### config.mk
export PLATFORM = sky130hd
export DESIGN_NAME = rx_bps_ctrl
export DESIGN_NICKNAME = d
export VERILOG_FILES = /design/src/rtl/rx_bps_ctrl.sv
export SDC_FILE = /design/constraint.sdc
export NUM_CORES = 1
export LEC_CHECK = 0
export CORE_ASPECT_RATIO = 1.2
export CORE_MARGIN = 1
export CORE_UTILIZATION = 30
export DETAILED_ROUTE_END_ITERATION = 10
export DONT_BUFFER_PORTS = 1
export GPL_ROUTABILITY_DRIVEN = 1
export PLACE_DENSITY_LB_ADDON = 0.2
export SLEW_MARGIN = 20
export SYNTH_ARGS = -nofsm -noshare
export SYNTH_HDL_FRONTEND = slang
export SYNTH_SLANG_ARGS = --single-unit
export TNS_END_PERCENT = 10
### constraint.sdc
create_clock -name clk -period 6.2 [get_ports clk]
set_clock_uncertainty 0.05 [all_clocks]
set_input_delay 1.24 -clock clk [delete_from_list [all_inputs] [get_ports clk]]
set_output_delay 1.24 -clock clk [all_outputs]
set_load 0.1 [all_outputs]
### src/rtl/rx_bps_ctrl.sv
// -----------------------------------------------------------------------------
// rx_bps_ctrl
// Bit-period timing controller for a UART-style receiver. Once a start bit
// has been detected, the block times each bit of the frame with a cycle
// counter. It raises a one-cycle strobe at the middle of every bit period,
// which is where the receiver samples the line.
//
// Ports
//   clk         system clock, rising edge
//   rst_n       asynchronous active-low reset
//   rx_start    start-bit detected pulse (only honoured while idle)
//   rx_abort    cancel the frame in progress (highest priority while running)
//   div_val     clock cycles per bit, captured when a start is accepted
//   bps_clk     one-cycle mid-bit sample strobe
//   bit_idx     index of the bit being timed (0 = start bit)
//   busy        high while a frame is being timed
//   frame_done  one-cycle pulse after the last bit has been sampled
//   cfg_err     one-cycle pulse when a start is refused for a divisor below 4
//
// state  | meaning
// -------+-------------------------------------------------------------
// S_IDLE | waiting for rx_start; cnt and bit_idx held at 0
// S_RUN  | timing bits; cnt counts 0..div_q-1, bit_idx counts frame bits
// -----------------------------------------------------------------------------
module rx_bps_ctrl #(
    parameter int DIV_W     = 16,
    parameter int DATA_BITS = 8,
    parameter int PARITY_EN = 0,
    parameter int STOP_BITS = 1
) (
    input  logic             clk,
    input  logic             rst_n,
    input  logic             rx_start,
    input  logic             rx_abort,
    input  logic [DIV_W-1:0] div_val,
    output logic             bps_clk,
    output logic [3:0]       bit_idx,
    output logic             busy,
    output logic             frame_done,
    output logic             cfg_err
);

    localparam int               FRAME_BITS = 1 + DATA_BITS + PARITY_EN + STOP_BITS;
    localparam logic [3:0]       LAST_IDX   = 4'(FRAME_BITS - 1);
    localparam logic [DIV_W-1:0] DIV_MIN    = DIV_W'(4);
    localparam logic [DIV_W-1:0] ONE        = DIV_W'(1);

    typedef enum logic {
        S_IDLE = 1'b0,
        S_RUN  = 1'b1
    } state_t;

    state_t           state_q, state_d;
    logic [DIV_W-1:0] cnt_q, cnt_d;
    logic [DIV_W-1:0] div_q, div_d;
    logic [3:0]       bit_idx_q, bit_idx_d;
    logic             frame_done_q, frame_done_d;
    logic             cfg_err_q, cfg_err_d;

    logic             strobe;
    logic             wrap;

    // State register
    always_ff @(posedge clk or negedge rst_n) begin
        if (!rst_n) begin
            state_q      <= S_IDLE;
            cnt_q        <= '0;
            div_q        <= '0;
            bit_idx_q    <= '0;
            frame_done_q <= 1'b0;
            cfg_err_q    <= 1'b0;
        end else begin
            state_q      <= state_d;
            cnt_q        <= cnt_d;
            div_q        <= div_d;
            bit_idx_q    <= bit_idx_d;
            frame_done_q <= frame_done_d;
            cfg_err_q    <= cfg_err_d;
        end
    end

    // Output / decode logic. The strobe is masked by rx_abort so that an
    // abort never emits a sample in the cycle it takes effect.
    always_comb begin
        strobe     = (state_q == S_RUN) && (cnt_q == (div_q >> 1)) && !rx_abort;
        wrap       = (cnt_q == (div_q - ONE));
        bps_clk    = strobe;
        bit_idx    = bit_idx_q;
        busy       = (state_q == S_RUN);
        frame_done = frame_done_q;
        cfg_err    = cfg_err_q;
    end

    // Next-state logic
    always_comb begin
        state_d      = state_q;
        cnt_d        = cnt_q;
        div_d        = div_q;
        bit_idx_d    = bit_idx_q;
        frame_done_d = 1'b0;
        cfg_err_d    = 1'b0;

        case (state_q)
            S_IDLE: begin
                if (rx_start) begin
                    if (div_val >= DIV_MIN) begin
                        state_d   = S_RUN;
                        div_d     = div_val;
                        cnt_d     = '0;
                        bit_idx_d = '0;
                    end else begin
                        cfg_err_d = 1'b1;
                    end
                end
            end

            S_RUN: begin
                if (rx_abort) begin
                    state_d   = S_IDLE;
                    cnt_d     = '0;
                    bit_idx_d = '0;
                end else if (strobe && (bit_idx_q == LAST_IDX)) begin
                    // The frame ends at the last mid-bit sample; the remaining
                    // half of the stop bit is not timed so the next start can be
                    // accepted immediately.
                    state_d      = S_IDLE;
                    cnt_d        = '0;
                    bit_idx_d    = '0;
                    frame_done_d = 1'b1;
                end else if (wrap) begin
                    cnt_d     = '0;
                    bit_idx_d = bit_idx_q + 4'd1;
                end else begin
                    cnt_d = cnt_q + ONE;
                end
            end

            default: begin
                state_d = S_IDLE;
            end
        endcase
    end

endmodule

==> After elaboration in Yosys (flattened, before gate mapping) <==
Cells that the tools add are included.
{ "totals": {"in_bits": 20, "out_inout_bits": 8, "reg_bits": 39, "elab_cells": 47} }
{ "op_classes": {"muxes": 23, "n_lt_le_gt_ge": 1, "bitwise": 1, "reduce_logical": 7, "n_eq_ne": 6, "n_addsub": 3} }
{ "op_table": {"columns": ["op", "count"], "rows": [
  ["two-way mux 16 bit", 5],
  ["one-hot mux 16 bit (2 select lines)", 1],
  ["two-way mux 4 bit", 5],
  ["adder 16 x 1 -> 16 bit (second input constant)", 1],
  ["equality test 16 x 15 -> 1 bit", 1],
  ["equality test 16 bit", 1],
  [">= comparator 16 x 3 -> 1 bit (second input constant)", 1],
  ["subtractor 16 x 1 -> 16 bit (second input constant)", 1],
  ["two-way mux 1 bit", 10],
  ["one-hot mux 4 bit (2 select lines)", 1],
  ["AND reduction 3 bit", 2],
  ["adder 4 x 1 -> 4 bit (second input constant)", 1],
  ["equality test 4 bit (second input constant)", 1],
  ["inequality test 2 bit (second input constant)", 2],
  ["inequality test 4 x 2 -> 1 bit (second input constant)", 1],
  ["logical AND 1 bit", 3],
  ["one-hot mux 1 bit (2 select lines)", 1],
  ["AND reduction 2 bit", 1],
  ["zero test 1 bit", 1],
  ["inverter 1 bit", 1]
]} }

==> Depth between registers and ports, before layout <==
Gate-level depths: netlist of run 1.
{ "depth": {"ltp_word": 7, "ltp_mapped": 11} }

==> Least setup slack after synthesis of run 1 <==
Ideal clock, no wire load.
{ "synth_timing": {"path_kind": "input -> output", "from": "in rx_abort", "to": "out bps_clk", "setup_slack_ns": 0.404, "t_required_ns": 4.910, "t_arrival_ns": 4.506, "path_stages": 3, "n_path_buf": 0, "path_cell_list": "nor3b_1 nand4_1 nor4_1"} }
{ "synth_between": {"elab_chain_len": 2} }
{ "synth_rtl": {"columns": ["element", "line", "rtl"], "rows": [
  ["start: declaration", "34", "input logic rx_abort,"],
  ["zero test 1 bit", "85", "strobe = (state_q == S_RUN) && (cnt_q == (div_q >> 1)) && !rx_abort;"],
  ["logical AND 1 bit", "85", null],
  ["end: declaration", "36", "output logic bps_clk,"]
]} }
Every way passes these cells.

==> Worst setup path after layout of run 1 <==
{ "layout_timing": {"from": "reg state_q, in the netlist busy", "to": "out bps_clk"} }
{ "layout_between": {"elab_chain_len": 2} }
{ "layout_rtl": {"columns": ["element", "line", "rtl"], "rows": [
  ["start: declaration", "53", "state_t state_q, state_d;"],
  ["start signal: assignment", "73", "state_q <= state_d;"],
  ["logical AND 1 bit (2 in series)", "85", null]
]} }
Every way passes these cells.

==> results.txt, run 1 <==
The dominant delay contributor by cell family on the critical path is flip-flops. The worst pin sits at a relative slew slack of 28.2%. Among all flip-flop cells after synthesis, the most frequent one is dfrtp_1.

The site row count was 36. For the I/O pin count, the log shows 28. The worst setup path is captured at an output port. The post-synthesis instance area was 2600 um2; the synthesized area per cell was 9.82 um2. The worst register-to-register path ends at bit_idx[1].

Leaving out fill and tap cells, the most frequent cells in the layout are dfrtp_1, xnor2_1, mux2_2. The run gives 4.91 ns as the worst path required time. The tools report the post-synth net total as 289. The clock period could shrink to 3.82 ns. The combinational group share of total power came out at 23.5%. The critical path goes through nor3b_1 > nand4_1 > nor4_2 > buf_16. Total stage count of the critical path: 4. TritonCTS built the clock tree. The run gives 0 as the number of max-slew violations in the final report.

The tools report the final hold violation count as 0. For this run the aggregate overflow at the end of global routing stands at 0. The tools report the number of setup violations in the final report as 0.

The worst-case vdd ir drop was 0.160 mV; the pin count of the biggest net entering global routing was 40. In this run, post-CTS hold repair placed 0 buffers. The worst register-to-register path has a depth of 9. The area of all placed cells without fillers was 2800 um2; the post-layout utilization of the core was 33.8%.

The worst register-to-register path has a setup slack of 2.93 ns. The async set-reset flop share out of synthesis is 100%. In this design, the stage delay of the slowest critical-path cell is 1.06 ns.

Setup repair after global routing left no endpoint under its margin. The flow ran to the end, and the final reports show no timing, DRC or antenna violations. In the synthesized netlist, the number of instances is 265.

Leaving out fill and tap cells, the most frequent cell in the layout is dfrtp_1. The repair_antennas step left the layout with diodes totalling 0. The first global-routing pass estimated 10500 um of wire.

The die covers 9050 um2. The count of flip-flops with a built-in enable after synthesis was 0; the average wire length per cell after detail routing was 17.0 um. Slowest cell on the critical path: dfrtp_1. The maximum buffer depth of the clock tree is 2. After the first detailed-routing iteration, the DRC count stood at 100. Measured along the y axis, the die boundary spans 104 um. The tools report the post-CTS setup repair buffer count as 0. For the net switching component of the power, the log shows 250 uW. The capturing instance or port of the critical path was bps_clk.

The clock network burns 29.7% of the power. The path class of the tightest hold or removal check is flop to flop. From synthesis to final layout, the design area changed by 7.50%. The via count of the first global-routing pass was 1931. The final hold slack is 0.556 ns, and the clock-pin transition on the worst setup and hold timing paths is 0.08 ns.

The tools report the number of antenna violations at the first check in global routing as 0. Cell internal power was estimated by the tool at 502 uW. The buffers plus inverters on the worst setup path was 1; the count of maximum capacitance violations was 0.

The number of buffer cells added on primary ports is 0. The Yosys step of the flow raised 0 warnings. Data on the critical path arrives at its endpoint at 2.53 ns.

The slew at the pin closest to its max-slew limit is 1.08 ns, and the initial cell density of the core is 31.4%. Cells with a size suffix above 1 make up 18.8% of the layout. The share of the Yosys chip area taken by registers is 37.5%.

The placeable core region is 8290 um2, and the via count normalized by instance count is 5.11. The CTS H-tree depth is 2. The critical path launch point is busy.

The leakage dissipation was 0.00105 uW. The tools report the startpoint of the most critical register-to-register path as div_q[1]. Net switching is 33.2% of the power. The number of gates resized after cts came out at 0.

The first TritonRoute pass finished after 4 iterations. Clock tree synthesis inserted a total of 5 buffers. Power spread over the standard cell area amounts to 269 nW/um2. The number of remaining DRC errors is 0.

Timing would allow up to 0.262 GHz. Summed over all layers, the routed wires come to 6260 um. The die width was 87.0 um; the sequential power share was 46.7%.

Global routing used 15.1% of the available tracks. The final route contains 1884 vias. The fraction of the cycle the final worst path needs works out to 61.6%.

The worst setup path is launched from a flop. The logs give 0 for the remaining antenna violation count and 54 for the count of different cell masters after synthesis. The run gives 39 as the number of sinks driven by the clock tree.

The later pin in the worst-skew pair is clocked with a latency of 0.29 ns. The largest driver fanout on the critical path works out to 6. The cell at the root of the clock tree was clkbuf_8. The critical path is of the flop to output port type. In the final design database the tool counted 278 nets. The total negative slack is 0 ns, and the placed wire-length estimate is 4710 um.

Routability-driven placement finished with a final weighted congestion of 0.792. The instance area after placement was 2680 um2; the flip-flop and latch count after synthesis was 39.
cells by family (layout without fill, tap and decap cells):
group	Yosys count	after routing	synth area share, %
compound gates	32	32	9.28
simple gates	99	99	23.0
buf+inv	29	19	5.38
flops	39	39	37.5
fa+ha+maj	4	4	1.92
xor+xnor	46	46	16.0
mux	16	16	6.92
worst min-delay path, delay by kind of cell (launching register included):
family / cells / cell delay [ns]
flip-flops: 1 / 0.41
AND/OR/NAND/NOR: 1 / 0.07
XOR/XNOR: 1 / 0.10
worst min path at each step:
stage              start         to  cells after the start
4_1_cts            rst_n   cnt_q[3]                      0
2_1_floorplan  div_q[15]  div_q[15]                      1
3_3_place_gp   cnt_q[15]  cnt_q[15]                      2
3_5_place_dp   cnt_q[15]  cnt_q[15]                      2
6_report       cnt_q[15]  cnt_q[15]                      2
5_1_grt            rst_n  div_q[10]                      0
layer usage:
metal  vias to the layer above  GRT usage [%]  share of wire [%]
li1                        922              -                  -
met1                       934           19.2                 45
met2                        22           26.0                 53
met3                         6           2.14                1.7
met4                         0           4.17                1.1
met5                         -              0                  0
cell usage after synthesis, types with 3 or more instances:
| cell | n | area share [%] |
|---|---|---|
| and3_1 | 7 | 1.7 |
| nor2b_1 | 3 | 0.72 |
| a31oi_1 | 6 | 1.4 |
| ha_1 | 4 | 1.9 |
| xnor2_1 | 32 | 11 |
| inv_1 | 9 | 1.3 |
| a21oi_1 | 3 | 0.58 |
| nor2_2 | 10 | 2.4 |
| nand4_1 | 10 | 2.4 |
| dfrtp_1 | 39 | 38 |
| clkbuf_1 | 14 | 2.0 |
| nand2_1 | 13 | 1.9 |
| xor2_1 | 13 | 4.4 |
| nor2_1 | 12 | 1.7 |
| mux2_2 | 16 | 6.9 |
| o21ai_0 | 5 | 0.96 |
| nand4b_1 | 3 | 1.0 |
| nand3_1 | 11 | 2.1 |
| nor3_1 | 5 | 0.96 |
| nor4_1 | 8 | 1.9 |
sequential cells by signal, summed over array words and instances, names as in the netlist:
signal	count
cnt_q	16
bit_idx	4
div_q	16
busy	1
cfg_err	1
frame_done	1
through the flow:
| step | power (uW) | setup slack, ns | cells |
|---|---|---|---|
| floorplan | 497 | 0.404 | 265 |
| global placement | 531 | 2.61 | 361 |
| detailed placement | 533 | 2.58 | 361 |
| finish | 751 | 2.38 | 369 |
| global route | 794 | 2.27 | 369 |
| CTS | 762 | 2.34 | 369 |
cell type report:
type                            count  area [um2]
Fill cell                         894        5490
Multi-Input combinational cell    197        1490
Sequential cell                    39         976
Tap cell                          114         143
Clock buffer                        6        82.6
Clock inverter                      2        35.0
Timing Repair Buffer                2        35.0
Inverter                            9        33.8
power by group through the flow:
stage	Sequential, uW	Clock (uW)	Combinational, uW
final	351	223	177
after detailed placement	357	0	177
after global routing	357	239	198
after floorplan	315	0	182
after global placement	355	0	176
after CTS	352	232	178
No activity file was read; power rests on OpenSTA's default activity.
==> run 2: changes to the inputs <==
- ABC_AREA: not set -> 1
- clock period: 6.2 -> 3.88 ns (I/O delays scaled with it)
==> run 2 against run 1 <==
Sequential share of layout area shrank 6.9 points. Combinational power grew to 3.0 times the previous value. Largest cell class unchanged. Global-route usage is 3.1 points higher. Clock power grew 80%. Routed wire length increased by 49%. Sequential cell count unchanged. Cell count rose by 70%. Critical path depth grew 3. Synthesized cell count grew 89%. Via count grew 64%. Design area rose by 25%.
==> results.txt, run 2 <==
STA classifies the critical path startpoint as a flop. The run gives 5 (unchanged) as the total CTS buffers. In the layout the commonest cells are nand2_1, nor2_1, inv_1. Among all flip-flop cells after synthesis, the most frequent one is dfrtp_1. The initial cell density of the core was 30.7% (-0.69 points). The largest driver fanout on the critical path is 4 (-2). Number of sinks driven by the clock tree: 39 (unchanged).

The tools report the later-pin clock latency in the skew report as 0.29 ns (about the same). The run gives 36.2% (-10 points) as the sequential power share. The internal power is 866 uW (+73%).

For the placeable core region, the log shows 10500 um2 (+26%). The clock period could shrink to 2.85 ns. The switching portion of total power came out at 41.2% (+8.0 points). The startpoint identified for the worst register-to-register timing path is div_q[0].

STA classifies the critical path endpoint as an output port. The tools report the data arrival at the endpoint of the critical path as 2.03 ns (-0.50 ns). Yosys instantiated no cell more often than nand2_1. First-pass GRT wire length: 15100 um (+44%).

The I/O pin count is 28 (unchanged), and the final weighted congestion in routability-driven placement is 0.867 (+9.5%). For the remaining antenna violation count, the log shows 0 (unchanged). By startpoint and endpoint, the worst setup path is classified as flop to output port. Count of maximum capacitance violations: 0 (unchanged).

The site row count was 41 (+14%); the leakage dissipation was 0.00166 uW (+59%). The run gives 0.142 mV (-11%) as the worst-case vdd ir drop. The relative area change from synthesis to final layout came out at 8.41%. The average wire length per cell after detail routing is 14.9 um (-12%), and the fraction of the yosys area taken by sequential cells is 30.4% (-7.1 points). The count of flip-flops with a built-in enable after synthesis came out at 0 (unchanged). The run gives 18.1% (+3.1 points) as the global-route total usage across every layer. The number of buffers inserted for hold repair after clock tree synthesis is 0 (unchanged), and the total negative slack is 0 ns (unchanged).

For the worst path required time, the log shows 3.05 ns (-1.86 ns). Number of remaining DRC errors: 0 (unchanged). The clock-pin transition on the worst setup and hold timing paths was 0.06 ns (-0.02 ns); the clock network power share was 27.3% (-2.4 points).

The logs give 524 (+81%) for the post-synth net total and 3089 (+64%) for the via count. The run gives 36.5% (+13 points) as the combinational group share of total power. The flow ran to the end, and the final reports show no timing, DRC or antenna violations. The via count of the first global-routing pass came out at 2994 (+55%). Of the available clock period, the critical path in the final layout requires 73.5%. The total power consumption of the routed design was 1470 uW (+96%); the slack of the worst reg-to-reg path was 1.34 ns (-1.59 ns).

The die width was 96.5 um (+11%). The number of instances in the synthesized netlist came out at 500 (+89%). The logs give 0 (unchanged) for the number of max-slew violations in the final report and 0 (unchanged) for the final antenna diode count. The run gives 2 (unchanged) as the maximum buffer depth of the clock tree.

The number of setup violations in the final report came out at 0 (unchanged). The vertical die dimension was 115 um (+11%). The library cell used most frequently in the layout, excluding fill and tap cells, is nand2_1.

Capture point of the worst reg-to-reg path: bit_idx[2]. For the final wirelength, the log shows 9340 um (+49%). In this run the worst hold path is classified as input pin to asynchronous set/reset pin.

The tools report the pin count of the biggest net entering global routing as 40 (unchanged). In the post-synthesis netlist, the biggest area contributors are dfrtp_1, nand2_1, nor2_1. Setup repair after global routing left no endpoint under its margin. The logs give 197 (+97%) for the DRC violation total after the first TritonRoute iteration and 4 (unchanged) for the number of detailed-route iterations in the first pass. Slew at the pin closest to its max-slew limit: 0.873 ns (-0.204 ns).

The post-synthesis instance area is 3210 um2 (+24%), and the share of final-layout standard cells stronger than drive strength 1 is 9.00% (-9.8 points). The number of cells on the worst reg-to-reg path came out at 12 (+3). The logs give 2 (unchanged) for the CTS H-tree depth and 0.350 GHz for the peak clock frequency supported by timing.

The flip-flop and latch count after synthesis was 39 (unchanged); the area share of the leading cell type in the synthesized netlist was 30.4% (-7.1 points). The synthesis warning total came out at 0 (unchanged). Power density over the cells: 423 nW/um2 (+58%). Number of buffer cells added on primary ports: 0 (unchanged).

The final hold violation count was 0 (unchanged); the net switching component of the power was 608 uW (+140%). The logs give 41.9% (+14 points) for the worst relative slew slack and 33 (-39%) for the count of different cell masters after synthesis. The global route total overflow is 0 (unchanged), and the via count normalized by instance count is 4.91 (-3.8%). The number of nets in the finished design was 523 (+88%).

The full die area was 11100 um2 (+23%); the placed wire-length estimate was 7560 um (+60%). Summed over all instances, the cell type with the most area after synthesis is dfrtp_1. The synthesized area per cell works out to 6.43 um2 (-35%). The commonest cells after synthesis are nand2_1, nor2_1, inv_1. TritonCTS built the clock tree. The async set-reset flop share out of synthesis came out at 100% (unchanged). The number of fillers in the final layout was 1166 (+30%); the post-CTS setup repair buffer count was 0 (unchanged).

The run gives 0 (unchanged) as the number of antenna violations at the first check in global routing. The tools report the cell at the root of the clock tree as clkbuf_16. The number of gates resized after cts is 0 (unchanged).
[run 2: stage by stage]
step	cells	utilization (%)	hold WS (ns)	area, um2	setup slack [ns]
floorplan	500	-	0.430	3210	0.545
global placement	621	31.9	0.431	3340	1.00
detailed placement	621	31.9	0.431	3340	1.02
CTS	629	33.2	0.125	3480	0.982
global route	629	33.3	0.122	3480	0.875
finish	629	33.3	0.129	3480	1.03
[run 2: critical path, stage by stage, from the launching register on]
cell and delay, ns:
dfrtp_1 0.46, inv_1 0.10, nand2_1 0.08, and2_1 0.19, nand3_1 0.08, nor4_1 0.31
and3_1 0.22, buf_4 0.30
[run 2: cells by family after synthesis]
kind of cell | count (synthesis) | synth area share (%)
simple gates | 312 | 42.7
buf+inv | 77 | 10.0
flops | 39 | 30.4
compound gates | 38 | 7.20
xor+xnor | 30 | 8.17
fa+ha+maj | 4 | 1.56
[run 2: worst max path at each step]
stage              start  endpoint
2_1_floorplan       busy   bps_clk
3_3_place_gp    rx_abort   bps_clk
3_5_place_dp    rx_abort   bps_clk
4_1_cts         div_q[6]   bps_clk
5_1_grt         div_q[1]   bps_clk
6_report       cnt_q[14]   bps_clk
[run 2: per-layer routing]
metal | routed length (um) | vias to the layer above | GRT usage [%] | share of wire [%]
li1 | - | 1568 | - | -
met1 | 4010 | 1432 | 22.6 | 43
met2 | 4710 | 68 | 30.8 | 50
met3 | 325 | 21 | 2.45 | 3.5
met4 | 294 | 0 | 7.65 | 3.1
met5 | 0 | - | 0 | 0
[run 2: power by group through the flow]
| stage | Clock (uW) | Combinational [uW] | Sequential, uW |
|---|---|---|---|
| 2_1_floorplan | 0 | 414 | 536 |
| 3_3_place_gp | 0 | 539 | 541 |
| 3_5_place_dp | 0 | 540 | 541 |
| 4_1_cts | 414 | 542 | 535 |
| 5_1_grt | 431 | 613 | 543 |
| 6_report | 402 | 538 | 534 |
[run 2: layout make-up]
| cell class | count | area, um2 | area share (%) |
|---|---|---|---|
| flip-flops and latches | 39 | 976 | 28.0 |
| clock inverters | 1 | 5.00 | 0.144 |
| clock buffers | 7 | 133 | 3.81 |
| repair buffers | 7 | 52.6 | 1.51 |
| inverters | 62 | 233 | 6.68 |
| well taps | 129 | 161 | 4.63 |
| multi-input cells | 384 | 1920 | 55.2 |
==> run 3: changes to the inputs <==
- ABC_AREA: 1 -> 0
- clock period: 3.88 -> 2.45 ns (I/O delays scaled with it)
==> run 3 against run 2 <==
The run now ends with setup timing left. Via count is 33% lower. Worst setup slack worse by 1.3 ns. Cell count is 32% lower. Die area is 19% lower. Sequential power is 51% higher. Routed wire length is 27% lower. Clock power is 45% higher. Critical path depth is 6 higher. Design area is 3.6% lower. Global-route usage is 2.0 points lower. Sequential share of layout area is 1.2 points higher. Critical endpoint is now cnt_q[6].
==> results.txt, run 3 (synthesis gave the netlist of run 1 again) <==
For the first-pass GRT wire length, the log shows 11100 um (-26%). The full die area came out at 9050 um2 (-19%). The share of final-layout standard cells stronger than drive strength 1 is 37.3% (+28 points), and the worst-case vdd ir drop is 0.287 mV (+100%). The checks that failed: setup timing. The worst path uses 113% of the clock period. The number of buffer cells added on primary ports is 0 (unchanged), and the initial cell density of the core is 31.4% (+0.69 points). In the layout the commonest cells are buf_4, dfrtp_1, xnor2_1. The number of antenna violations at the first check in global routing came out at 0 (unchanged). The number of setup violations in the final report is 21 (+21), and the vertical die dimension is 104 um (-9.8%). The area of all placed cells without fillers is 3360 um2 (-3.6%), and the via count is 2066 (-33%). The total power consumption of the routed design is 2180 uW (+48%), and the power density over the cells is 649 nW/um2 (+53%). The pin count of the biggest net entering global routing is 40 (unchanged). For the combinational group share of total power, the log shows 36.4% (about the same). The number of remaining DRC errors is 0 (unchanged).

The largest driver fanout on the critical path works out to 6 (+2). The internal power was 1440 uW (+67%); the number of detailed-route iterations in the first pass was 4 (unchanged). The leakage dissipation is 0.00137 uW (-18%), and the clock-pin transition on the worst setup and hold timing paths is 0.09 ns (+0.03 ns). The worst setup margin came out at -0.320 ns (-1.35 ns). The final weighted congestion in routability-driven placement was 0.838 (-3.3%). The final wirelength is 6870 um (-27%), and the I/O pin count is 28 (unchanged).

Leaving out fill and tap cells, the most frequent cell in the layout is buf_4. The peak clock frequency supported by timing is 0.361 GHz, and the count of maximum capacitance violations is 0 (unchanged). The tools report the remaining antenna violation count as 0 (unchanged). The clock network power share is 26.6% (-0.7 points), and the global route total overflow is 0 (unchanged). The relative area change from synthesis to final layout is 29.1%, and the die width is 87.0 um (-9.8%).

The worst hold path depth was 1. The maximum buffer depth of the clock tree was 2 (unchanged); the total negative slack was -5.67 ns (-5.67 ns). The logs give 112 (-43%) for the DRC violation total after the first TritonRoute iteration and 36 (-12%) for the site row count.

The global-route total usage across every layer was 16.1% (-2.0 points). For the placeable core region, the log shows 8290 um2 (-21%). The logs give 2.60 ns (-0.45 ns) for the worst path required time and 5 (unchanged) for the total CTS buffers. The slew at the pin closest to its max-slew limit came out at 0.507 ns (-0.366 ns). Final hold violation count: 0 (unchanged). The logs give 3040 um2 (-9.2%) for the instance area after placement and 66.1% (+24 points) for the worst relative slew slack.

The number of nets in the finished design was 334 (-36%). TritonCTS built the clock tree. The via count normalized by instance count came out at 4.86 (-1.0%). The later-pin clock latency in the skew report came out at 0.30 ns (about the same). The type of element launching the critical path is a flop. STA classifies the critical path endpoint as a flop. The CTS H-tree depth is 2 (unchanged). Cell at the root of the clock tree: clkbuf_8.

The average wire length per cell after detail routing is 16.2 um (+8.8%). Setup repair after global routing could not meet its margin everywhere. The flow ran to the end, but the final reports show violations. Data arrival at the endpoint of the critical path: 2.92 ns (+0.89 ns). The post-layout utilization of the core was 40.5% (+7.2 points). The sequential power share was 37.0% (+0.8 points). The path class of the tightest hold or removal check is input pin to flop. For the number of sinks driven by the clock tree, the log shows 39 (unchanged).

The placed wire-length estimate is 5030 um (-33%), and the number of cells on the worst reg-to-reg path is 13 (+1). The via count of the first global-routing pass is 2145 (-28%). Net switching component of the power: 735 uW (+21%).

Critical path class: flop to flop. The switching portion of total power was 33.7% (-7.5 points); the number of max-slew violations in the final report was 0 (unchanged). Final antenna diode count: 0 (unchanged). The final period demand of the worst path is 2.77 ns.
## run 3: cell count changes in the layout (fill, tap and decap cells not counted), sizes merged, moves of 21 or more
cell   delta
nand2   -150
buf      +50
nand3    -21
nor2     -52
inv      -51
xnor2    +24
## run 3: metal layers
layer,track usage (%),wire [um],vias up
li1,-,-,1039
met1,19.9,3090,1001
met2,28.6,3580,20
met3,2.14,104,6
met4,5.00,88,0
met5,0,0,-
## run 3: critical path, stage by stage (launching register included)
cell and delay (ns):
dfrtp_1 0.41, inv_1 0.07, ha_2 0.19, nor2b_4 0.14, buf_6 0.10, buf_4 0.12
nand4_1 0.12, xnor2_1 0.21, o2111ai_2 0.15, or4_4 0.61, a21oi_4 0.20, buf_6 0.13
buf_16 0.12, nor2_2 0.04
## run 3: final cells by class
type | instances | area (um2)
Fill cell | 857 | 4930
Multi-Input combinational cell | 197 | 1570
Sequential cell | 39 | 980
Timing Repair Buffer | 58 | 514
Tap cell | 114 | 143
Clock buffer | 5 | 68.8
Clock inverter | 3 | 47.5
Inverter | 9 | 33.8
## run 3: final timing paths
check / slack, ns / endpoint / start
setup / recovery: -0.32 / cnt_q[6] / div_q[0]
hold / removal: 0.28 / div_q[15] / div_val[15]
setup reg to reg: -0.32 / cnt_q[6] / div_q[0]
hold reg to reg: 0.53 / div_q[15] / div_q[15]
max in group asynchronous: 1.54 / busy / rst_n
min in group asynchronous: 0.60 / busy / rst_n
## run 3: through the flow
stage	worst slack (ns)	std cells	hold WS (ns)
CTS	-0.226	421	0.275
finish	-0.320	425	0.283
global route	-0.456	425	0.269
floorplan	-0.522	265	0.144
global placement	-0.216	404	0.146
detailed placement	-0.242	404	0.147
## run 3: power groups by stage
stage | clock network [uW] | logic (uW) | registers (uW)
6_report | 581 | 794 | 806
5_1_grt | 618 | 856 | 818
4_1_cts | 597 | 761 | 808
3_5_place_dp | 0 | 676 | 823
3_3_place_gp | 0 | 675 | 822
2_1_floorplan | 0 | 469 | 798
## run 3: timing repair
action	CTS	global route
setup buffers	6	4
hold endpoints to repair	39	0
pin swaps	14	5
gates cloned	1	0
hold buffers	2	0
gates resized for setup	13	5
setup endpoints to repair	21	21
